<file path="config.mk">
export PLATFORM = sky130hd
export DESIGN_NAME = sparc_exu_ecc_scrub_ctl_flat
export DESIGN_NICKNAME = d
export VERILOG_FILES = /design/src/rtl/sparc_exu_ecc_scrub_ctl_if.sv /design/src/rtl/sparc_exu_ecc_scrub_ctl.sv /design/src/flat_wrapper.sv
export SDC_FILE = /design/constraint.sdc
export NUM_CORES = 1
export LEC_CHECK = 0
export ABC_AREA = 1
export BUFFER_PORTS_ARGS = -buffer_cell sky130_fd_sc_hd__buf_4
export CORE_MARGIN = 2
export CORE_UTILIZATION = 50
export CTS_CLUSTER_DIAMETER = 80
export DETAILED_ROUTE_END_ITERATION = 8
export PLACE_DENSITY = 0.8
export SYNTH_ARGS = -nofsm -noshare
export SYNTH_HDL_FRONTEND = slang
export SYNTH_SLANG_ARGS = --single-unit
</file>
<file path="constraint.sdc">
create_clock -name clk -period 4 [get_ports clk]
set_clock_uncertainty 0.1 [all_clocks]
set_input_delay 0.6 -clock clk [delete_from_list [all_inputs] [get_ports clk]]
set_output_delay 0.6 -clock clk [all_outputs]
set_load 0.03 [all_outputs]
</file>
<file path="src/rtl/sparc_exu_ecc_scrub_ctl_if.sv">
// Scrub-controller signal bundle: ECC report input, RF read/write port handshakes, status outputs.
// Latency: none (wires only).
// Backpressure: rf_rd_gnt / rf_wr_gnt stall the controller; ce reports are never backpressured.
//
// Ports (slave = controller side):
//   ce_vld_m/ce_reg_m  corrected-error report {gl[2:0], rd[4:0]}
//   scrub_en, ovf_clr  drain enable, sticky-overflow clear
//   rf_rd_req/gnt, rf_chk_ce/ue, rf_wr_req/gnt, rf_addr  register-file access
//   scrub_done, scrub_ue, q_cnt, q_ovf, busy, stat_fix, stat_ue  status
interface sparc_exu_ecc_scrub_ctl_if;
  logic        ce_vld_m;
  logic [7:0]  ce_reg_m;
  logic        scrub_en;
  logic        ovf_clr;
  logic        rf_rd_req;
  logic        rf_rd_gnt;
  logic        rf_chk_ce;
  logic        rf_chk_ue;
  logic        rf_wr_req;
  logic        rf_wr_gnt;
  logic [7:0]  rf_addr;
  logic        scrub_done;
  logic        scrub_ue;
  logic [2:0]  q_cnt;
  logic        q_ovf;
  logic        busy;
  logic [15:0] stat_fix;
  logic [15:0] stat_ue;

  modport slave (
    input  ce_vld_m, ce_reg_m, scrub_en, ovf_clr, rf_rd_gnt, rf_chk_ce, rf_chk_ue, rf_wr_gnt,
    output rf_rd_req, rf_wr_req, rf_addr, scrub_done, scrub_ue, q_cnt, q_ovf, busy,
           stat_fix, stat_ue
  );

  modport master (
    output ce_vld_m, ce_reg_m, scrub_en, ovf_clr, rf_rd_gnt, rf_chk_ce, rf_chk_ue, rf_wr_gnt,
    input  rf_rd_req, rf_wr_req, rf_addr, scrub_done, scrub_ue, q_cnt, q_ovf, busy,
           stat_fix, stat_ue
  );
endinterface

</file>
<file path="src/rtl/sparc_exu_ecc_scrub_ctl.sv">
// Queues corrected-error register reports and scrubs each one: RF read, ECC re-check, corrected write.
// Latency: 4 cycles push to scrub_done with immediate grants (RD, CHK, WR, done pulse).
// Backpressure: RD/WR hold their request until granted; reports arriving while full are dropped and flagged.
//
// Ports: clk, arst_l (async, active-low) plain; everything else via sparc_exu_ecc_scrub_ctl_if.slave.
// Optional: define EXU_SCRUB_STATS_EN to enable saturating stat_fix / stat_ue counters
// (otherwise both outputs are tied to zero).
module sparc_exu_ecc_scrub_ctl #(
  parameter int QDEPTH = 4
) (
  input  logic                            clk,
  input  logic                            arst_l,
  sparc_exu_ecc_scrub_ctl_if.slave        sif
);
  localparam int             PW    = $clog2(QDEPTH);
  localparam logic [PW:0]    QFULL = (PW+1)'(QDEPTH);

  typedef enum logic [1:0] {IDLE, RD, CHK, WR} state_t;

  state_t            state_q, state_d;
  logic [7:0]        q_mem_q [QDEPTH];
  logic [QDEPTH-1:0] q_vld_q, q_vld_d;
  logic [PW-1:0]     wr_ptr_q, rd_ptr_q;
  logic [PW:0]       cnt_q;
  logic [3:0]        cnt_x;
  logic              q_ovf_q, done_q, ue_q;
  logic              done_d, ue_d, fix_d, pop;
  logic              dup_hit, full, push_ok, push_ovf;

  // A report matching any queued register is already covered; drop it quietly.
  always_comb begin
    dup_hit = 1'b0;
    for (int i = 0; i < QDEPTH; i++)
      if (q_vld_q[i] && (q_mem_q[i] == sif.ce_reg_m)) dup_hit = 1'b1;
  end

  assign full     = (cnt_q == QFULL);
  // A pop in the same cycle frees the head slot, so a push into a full queue still fits.
  assign push_ok  = sif.ce_vld_m && !dup_hit && (!full || pop);
  assign push_ovf = sif.ce_vld_m && !dup_hit && full && !pop;
  assign pop      = done_d || ue_d;

  always_comb begin
    q_vld_d = q_vld_q;
    if (pop)     q_vld_d[rd_ptr_q] = 1'b0;
    if (push_ok) q_vld_d[wr_ptr_q] = 1'b1;
  end

  always_ff @(posedge clk or negedge arst_l) begin
    if (!arst_l) begin
      wr_ptr_q <= '0;
      rd_ptr_q <= '0;
      cnt_q    <= '0;
      q_vld_q  <= '0;
      q_ovf_q  <= 1'b0;
    end else begin
      if (push_ok) wr_ptr_q <= wr_ptr_q + 1'b1;
      if (pop)     rd_ptr_q <= rd_ptr_q + 1'b1;
      q_vld_q <= q_vld_d;
      case ({push_ok, pop})
        2'b10:   cnt_q <= cnt_q + 1'b1;
        2'b01:   cnt_q <= cnt_q - 1'b1;
        default: cnt_q <= cnt_q;
      endcase
      // A new overflow wins over a same-cycle clear.
      if (push_ovf)         q_ovf_q <= 1'b1;
      else if (sif.ovf_clr) q_ovf_q <= 1'b0;
    end
  end

  // Entry payload needs no reset: it is only observed through q_vld_q or while busy.
  always_ff @(posedge clk) begin
    if (push_ok) q_mem_q[wr_ptr_q] <= sif.ce_reg_m;
  end

  always_ff @(posedge clk or negedge arst_l) begin
    if (!arst_l) begin
      state_q <= IDLE;
      done_q  <= 1'b0;
      ue_q    <= 1'b0;
    end else begin
      state_q <= state_d;
      done_q  <= done_d;
      ue_q    <= ue_d;
    end
  end

  always_comb begin
    state_d = state_q;
    done_d  = 1'b0;
    ue_d    = 1'b0;
    fix_d   = 1'b0;
    case (state_q)
      // An accepted push into an empty queue starts service in the same cycle.
      IDLE: if (sif.scrub_en && ((cnt_q != '0) || push_ok)) state_d = RD;
      RD:   if (sif.rf_rd_gnt) state_d = CHK;
      CHK: begin
        if (sif.rf_chk_ue) begin
          ue_d    = 1'b1;
          state_d = IDLE;
        end else if (sif.rf_chk_ce) begin
          state_d = WR;
        end else begin
          done_d  = 1'b1;
          state_d = IDLE;
        end
      end
      WR: if (sif.rf_wr_gnt) begin
        done_d  = 1'b1;
        fix_d   = 1'b1;
        state_d = IDLE;
      end
      default: state_d = IDLE;
    endcase
  end

  // q_cnt is 3 bits; a full 8-deep queue reads back as 7.
  assign cnt_x          = 4'(cnt_q);
  assign sif.q_cnt      = cnt_x[3] ? 3'd7 : cnt_x[2:0];
  assign sif.q_ovf      = q_ovf_q;
  assign sif.busy       = (state_q != IDLE);
  assign sif.rf_rd_req  = (state_q == RD);
  assign sif.rf_wr_req  = (state_q == WR);
  assign sif.rf_addr    = (state_q != IDLE) ? q_mem_q[rd_ptr_q] : 8'h00;
  assign sif.scrub_done = done_q;
  assign sif.scrub_ue   = ue_q;

`ifdef EXU_SCRUB_STATS_EN
  logic [15:0] stat_fix_q, stat_ue_q;

  always_ff @(posedge clk or negedge arst_l) begin
    if (!arst_l) begin
      stat_fix_q <= '0;
      stat_ue_q  <= '0;
    end else begin
      if (fix_d && (stat_fix_q != 16'hFFFF)) stat_fix_q <= stat_fix_q + 1'b1;
      if (ue_d  && (stat_ue_q  != 16'hFFFF)) stat_ue_q  <= stat_ue_q + 1'b1;
    end
  end

  assign sif.stat_fix = stat_fix_q;
  assign sif.stat_ue  = stat_ue_q;
`else
  logic unused_fix;
  assign unused_fix   = fix_d;
  assign sif.stat_fix = 16'h0000;
  assign sif.stat_ue  = 16'h0000;
`endif
endmodule

</file>
<file path="src/flat_wrapper.sv">
// flat-port wrapper written by rule: the top's interface ports become plain ports
module sparc_exu_ecc_scrub_ctl_flat 
#(
  parameter int QDEPTH = 4
)
  (clk, arst_l, sif_ce_vld_m, sif_ce_reg_m, sif_scrub_en, sif_ovf_clr, sif_rf_rd_gnt, sif_rf_chk_ce, sif_rf_chk_ue, sif_rf_wr_gnt, sif_rf_rd_req, sif_rf_wr_req, sif_rf_addr, sif_scrub_done, sif_scrub_ue, sif_q_cnt, sif_q_ovf, sif_busy, sif_stat_fix, sif_stat_ue);
  sparc_exu_ecc_scrub_ctl_if sif_i ();
  input  logic clk;
  input  logic arst_l;
  input wire logic [$bits(sif_i.ce_vld_m)-1:0] sif_ce_vld_m;
  input wire logic [$bits(sif_i.ce_reg_m)-1:0] sif_ce_reg_m;
  input wire logic [$bits(sif_i.scrub_en)-1:0] sif_scrub_en;
  input wire logic [$bits(sif_i.ovf_clr)-1:0] sif_ovf_clr;
  input wire logic [$bits(sif_i.rf_rd_gnt)-1:0] sif_rf_rd_gnt;
  input wire logic [$bits(sif_i.rf_chk_ce)-1:0] sif_rf_chk_ce;
  input wire logic [$bits(sif_i.rf_chk_ue)-1:0] sif_rf_chk_ue;
  input wire logic [$bits(sif_i.rf_wr_gnt)-1:0] sif_rf_wr_gnt;
  output wire logic [$bits(sif_i.rf_rd_req)-1:0] sif_rf_rd_req;
  output wire logic [$bits(sif_i.rf_wr_req)-1:0] sif_rf_wr_req;
  output wire logic [$bits(sif_i.rf_addr)-1:0] sif_rf_addr;
  output wire logic [$bits(sif_i.scrub_done)-1:0] sif_scrub_done;
  output wire logic [$bits(sif_i.scrub_ue)-1:0] sif_scrub_ue;
  output wire logic [$bits(sif_i.q_cnt)-1:0] sif_q_cnt;
  output wire logic [$bits(sif_i.q_ovf)-1:0] sif_q_ovf;
  output wire logic [$bits(sif_i.busy)-1:0] sif_busy;
  output wire logic [$bits(sif_i.stat_fix)-1:0] sif_stat_fix;
  output wire logic [$bits(sif_i.stat_ue)-1:0] sif_stat_ue;
  assign sif_i.ce_vld_m = sif_ce_vld_m;
  assign sif_i.ce_reg_m = sif_ce_reg_m;
  assign sif_i.scrub_en = sif_scrub_en;
  assign sif_i.ovf_clr = sif_ovf_clr;
  assign sif_i.rf_rd_gnt = sif_rf_rd_gnt;
  assign sif_i.rf_chk_ce = sif_rf_chk_ce;
  assign sif_i.rf_chk_ue = sif_rf_chk_ue;
  assign sif_i.rf_wr_gnt = sif_rf_wr_gnt;
  assign sif_rf_rd_req = sif_i.rf_rd_req;
  assign sif_rf_wr_req = sif_i.rf_wr_req;
  assign sif_rf_addr = sif_i.rf_addr;
  assign sif_scrub_done = sif_i.scrub_done;
  assign sif_scrub_ue = sif_i.scrub_ue;
  assign sif_q_cnt = sif_i.q_cnt;
  assign sif_q_ovf = sif_i.q_ovf;
  assign sif_busy = sif_i.busy;
  assign sif_stat_fix = sif_i.stat_fix;
  assign sif_stat_ue = sif_i.stat_ue;
  sparc_exu_ecc_scrub_ctl #(.QDEPTH(QDEPTH)) u_core (.clk(clk), .arst_l(arst_l), .sif(sif_i));
endmodule
</file>
==> metrics.cfg <==
[run_status]
status = finished, final reports clean

[critical_path]
crit_type = register to output port
worst_setup_path_end_kind = output port
cp-start-kind = register
crit_top_cell = a21oi_1
crit_arrival_ns = 2.51
r2r_cells = 8
critPathMaxStageDelay_ns = 0.79
r2r_end = u_core.q_mem_q[0][4]$_DFFE_PP_
r2r_start = u_core.q_mem_q[3][0]$_DFFE_PP_
worstPathRequired_ns = 3.30
path_max_fanout = 20
path_cells = clkinv_1 > a21oi_1 > o21ai_0 > a21oi_1 > buf_4
rrSetupSlack_ns = 1.57
slowest_stage = dfrtp_1

[timing]
fin_crit_ns = 3.214
fin_hold_ws_ns = 0.05267
setup_viol_count_final = 0
hold_viol_final = 0
fin_crit_sh = 0.8035
worstMarginPinSlew_ns = 0.9684
fmax_mhz = 311.1
worst_slack_ns = 0.7860
slew_headroom = 0.3520
drv_slew = 0
rsz0062_at_grt = no
setup_tns_ns = 0

[pwr]
power_density_nw_per_um2 = 660.7
comb_power_share = 0.505
power_mw = 2.206
switching_power_mw = 1.033
power.internal_mw = 1.173
p_sw_frac = 0.4683
clockPowerShare = 0.125
leakagePower_nw = 1.650
ir_drop_v = 0.0002836
pwr-share-seq = 0.370

[die]
pin_count = 66
initial_utilization = 0.5171
dieArea_sq_um = 6765
row_count = 28
dieWidth_um = 82.25
core-area_sq_um = 5921
die_y_um = 82.25

[finish]
syn_to_final_growth_pct = 9.072
final_cells = 478
fillerInstances = 524
stdcell_area_sq_um = 3339
nets = 428
n_antenna_cell = 0
drive_gt1_frac = 0.1811
utilization = 0.5640
final_cell_mix = nand2_1, inv_1, buf_4
layout_commonest_cell = nand2_1

[job]
cap_violations = 0

[logic_synthesis]
muxShareOfSynthArea = 0
ys_async_sr_fraction = 0.3333
syn_inst = 368
yosys_warnings = 0
synth-compound-area-share = 0.09890
synth_edf_count = 32
synth-simple-area-share = 0.2264
synth.avg_cell_area_sq_um = 8.320
synth_fa_ha_area_frac = 0.03923
yosys_most_used_dff = edfxtp_1
synth_top_family_by_area = simple AND/OR/NAND/NOR gates
synth_xor_area_frac = 0.02289
ys_ff_latch = 48
synth_area_sq_um = 3062
yosysSeqAreaShare = 0.4446
yosysUniqueCellTypes = 39

[clocking]
cts_resized = 0
cts.clk_slew.worst_paths_ns = 0.08
clock-root-buffer = clkbuf_8
numCtsBuffers = 5
cts_buffer_depth = 2
cts.hold.buffers_added = 0
cts_setup_buffers = 0
cts-htree-levels = 2
cts_sinks = 48
cts_tree = done
clock_latency_ns = 0.30

[global_routing]
grt_pass1_vias = 2158
grt_max_degree = 21
grt_pass1_wl_um = 9956
grt_use_total = 0.1960
antenna_found_initial = 0
grt.overflow.total = 0

[place]
placed_cell_area_sq_um = 3258
post-place-ws_ns = 1.117
placed_cells = 470
dp_hpwl_um = 4704
gp_congestion = 0.8754
io_buffers = 33

[drt]
wl_um = 6211
postRouteAntennaNets = 0
drtIter0Drc = 130
viasPerCell = 4.881
wl_per_cell_um = 12.99
vias = 2333
post-route-drc-count = 0
dr.pass1.iters = 4

[min_path]
holdCritPathClass = input pin to async pin

-- metal layers --
metal | share of wire | global-route usage | wire [um] | up-vias
met2 | 0.50 | 0.3363 | 3122 | 87
met1 | 0.42 | 0.2447 | 2606 | 1071
li1 | - | - | - | 1164
met5 | 0 | 0 | 0 | -
met3 | 0.061 | 0.04022 | 377 | 11
met4 | 0.017 | 0.06833 | 104 | 0
-- synthesized netlist by cell type (all sizes together) (2+ instances only) --
library cell   n  area [sq um]
o21ai         24         123.9
nand3         14         97.60
nand2         90         370.4
nor2          30         163.9
a21boi         3         22.52
a21oi         27         135.1
clkbuf         3         11.26
clkinv         3         11.26
nand4          3         25.02
buf           34         250.2
xnor2          2         17.52
inv           62         237.7
edfxtp        32         960.9
or2            5         31.28
ha             8         100.1
dfrtp         16         400.4
xor2           6         52.55
-- power by group through the flow --
stage | clock network (mW) | logic [mW] | registers (mW)
after global placement | 0 | 1.09 | 0.817
after CTS | 0.281 | 1.12 | 0.815
after detailed placement | 0 | 1.12 | 0.824
final | 0.276 | 1.11 | 0.817
after global routing | 0.305 | 1.23 | 0.836
after floorplan | 0 | 0.809 | 0.804
-- logic make-up (layout without fill, tap and decap cells) --
kind of cell / after synthesis / count (layout)
AO/OA/AOI/OAI: 57 / 57
XOR/XNOR: 8 / 8
adder cells (fa/ha/maj): 9 / 9
buffers and inverters: 102 / 106
flip-flops: 48 / 48
other: 1 / 32
AND/OR/NAND/NOR: 143 / 143
-- flip-flops by register name (all words and copies together) (netlist names), 2 cells and up --
register / cells
u_core.state_q: 2
u_core.q_mem_q: 32
u_core.q_vld_q: 4
u_core.sif.q_cnt: 3
u_core.wr_ptr_q: 2
u_core.rd_ptr_q: 2
-- critical path, delay by kind of cell (launching register included) --
kind | cells | cell delay, ns
flip-flops | 1 | 0.79
AO/OA/AOI/OAI | 3 | 0.59
buffers and inverters | 2 | 0.83
-- how the worst max path moves through the flow --
stage,to,cells after the start,from,slack [ns]
after floorplan,sif_rf_addr[0],5,u_core.rd_ptr_q[0]$_DFFE_PN0N_,1.77
after global routing,sif_rf_addr[1],5,u_core.rd_ptr_q[0]$_DFFE_PN0N_,0.57
after CTS,sif_rf_addr[1],5,u_core.rd_ptr_q[0]$_DFFE_PN0N_,0.80
after detailed placement,sif_rf_addr[1],5,u_core.rd_ptr_q[0]$_DFFE_PN0N_,1.12
final,sif_rf_addr[1],5,u_core.rd_ptr_q[0]$_DFFE_PN0N_,0.79
after global placement,sif_rf_addr[2],5,u_core.rd_ptr_q[0]$_DFFE_PN0N_,1.19
-- cell type report --
cell class | count | area, sq um | share of cell area
Clock inverter | 1 | 5.005 | 0.001499
Sequential cell | 48 | 1361 | 0.4076
Timing Repair Buffer | 33 | 247.7 | 0.07419
Multi-Input combinational cell | 249 | 1306 | 0.3912
Tap cell | 75 | 93.84 | 0.02810
Inverter | 65 | 249.0 | 0.07456
Clock buffer | 7 | 76.32 | 0.02286
Note: power is estimated with default switching activity, not from simulation.
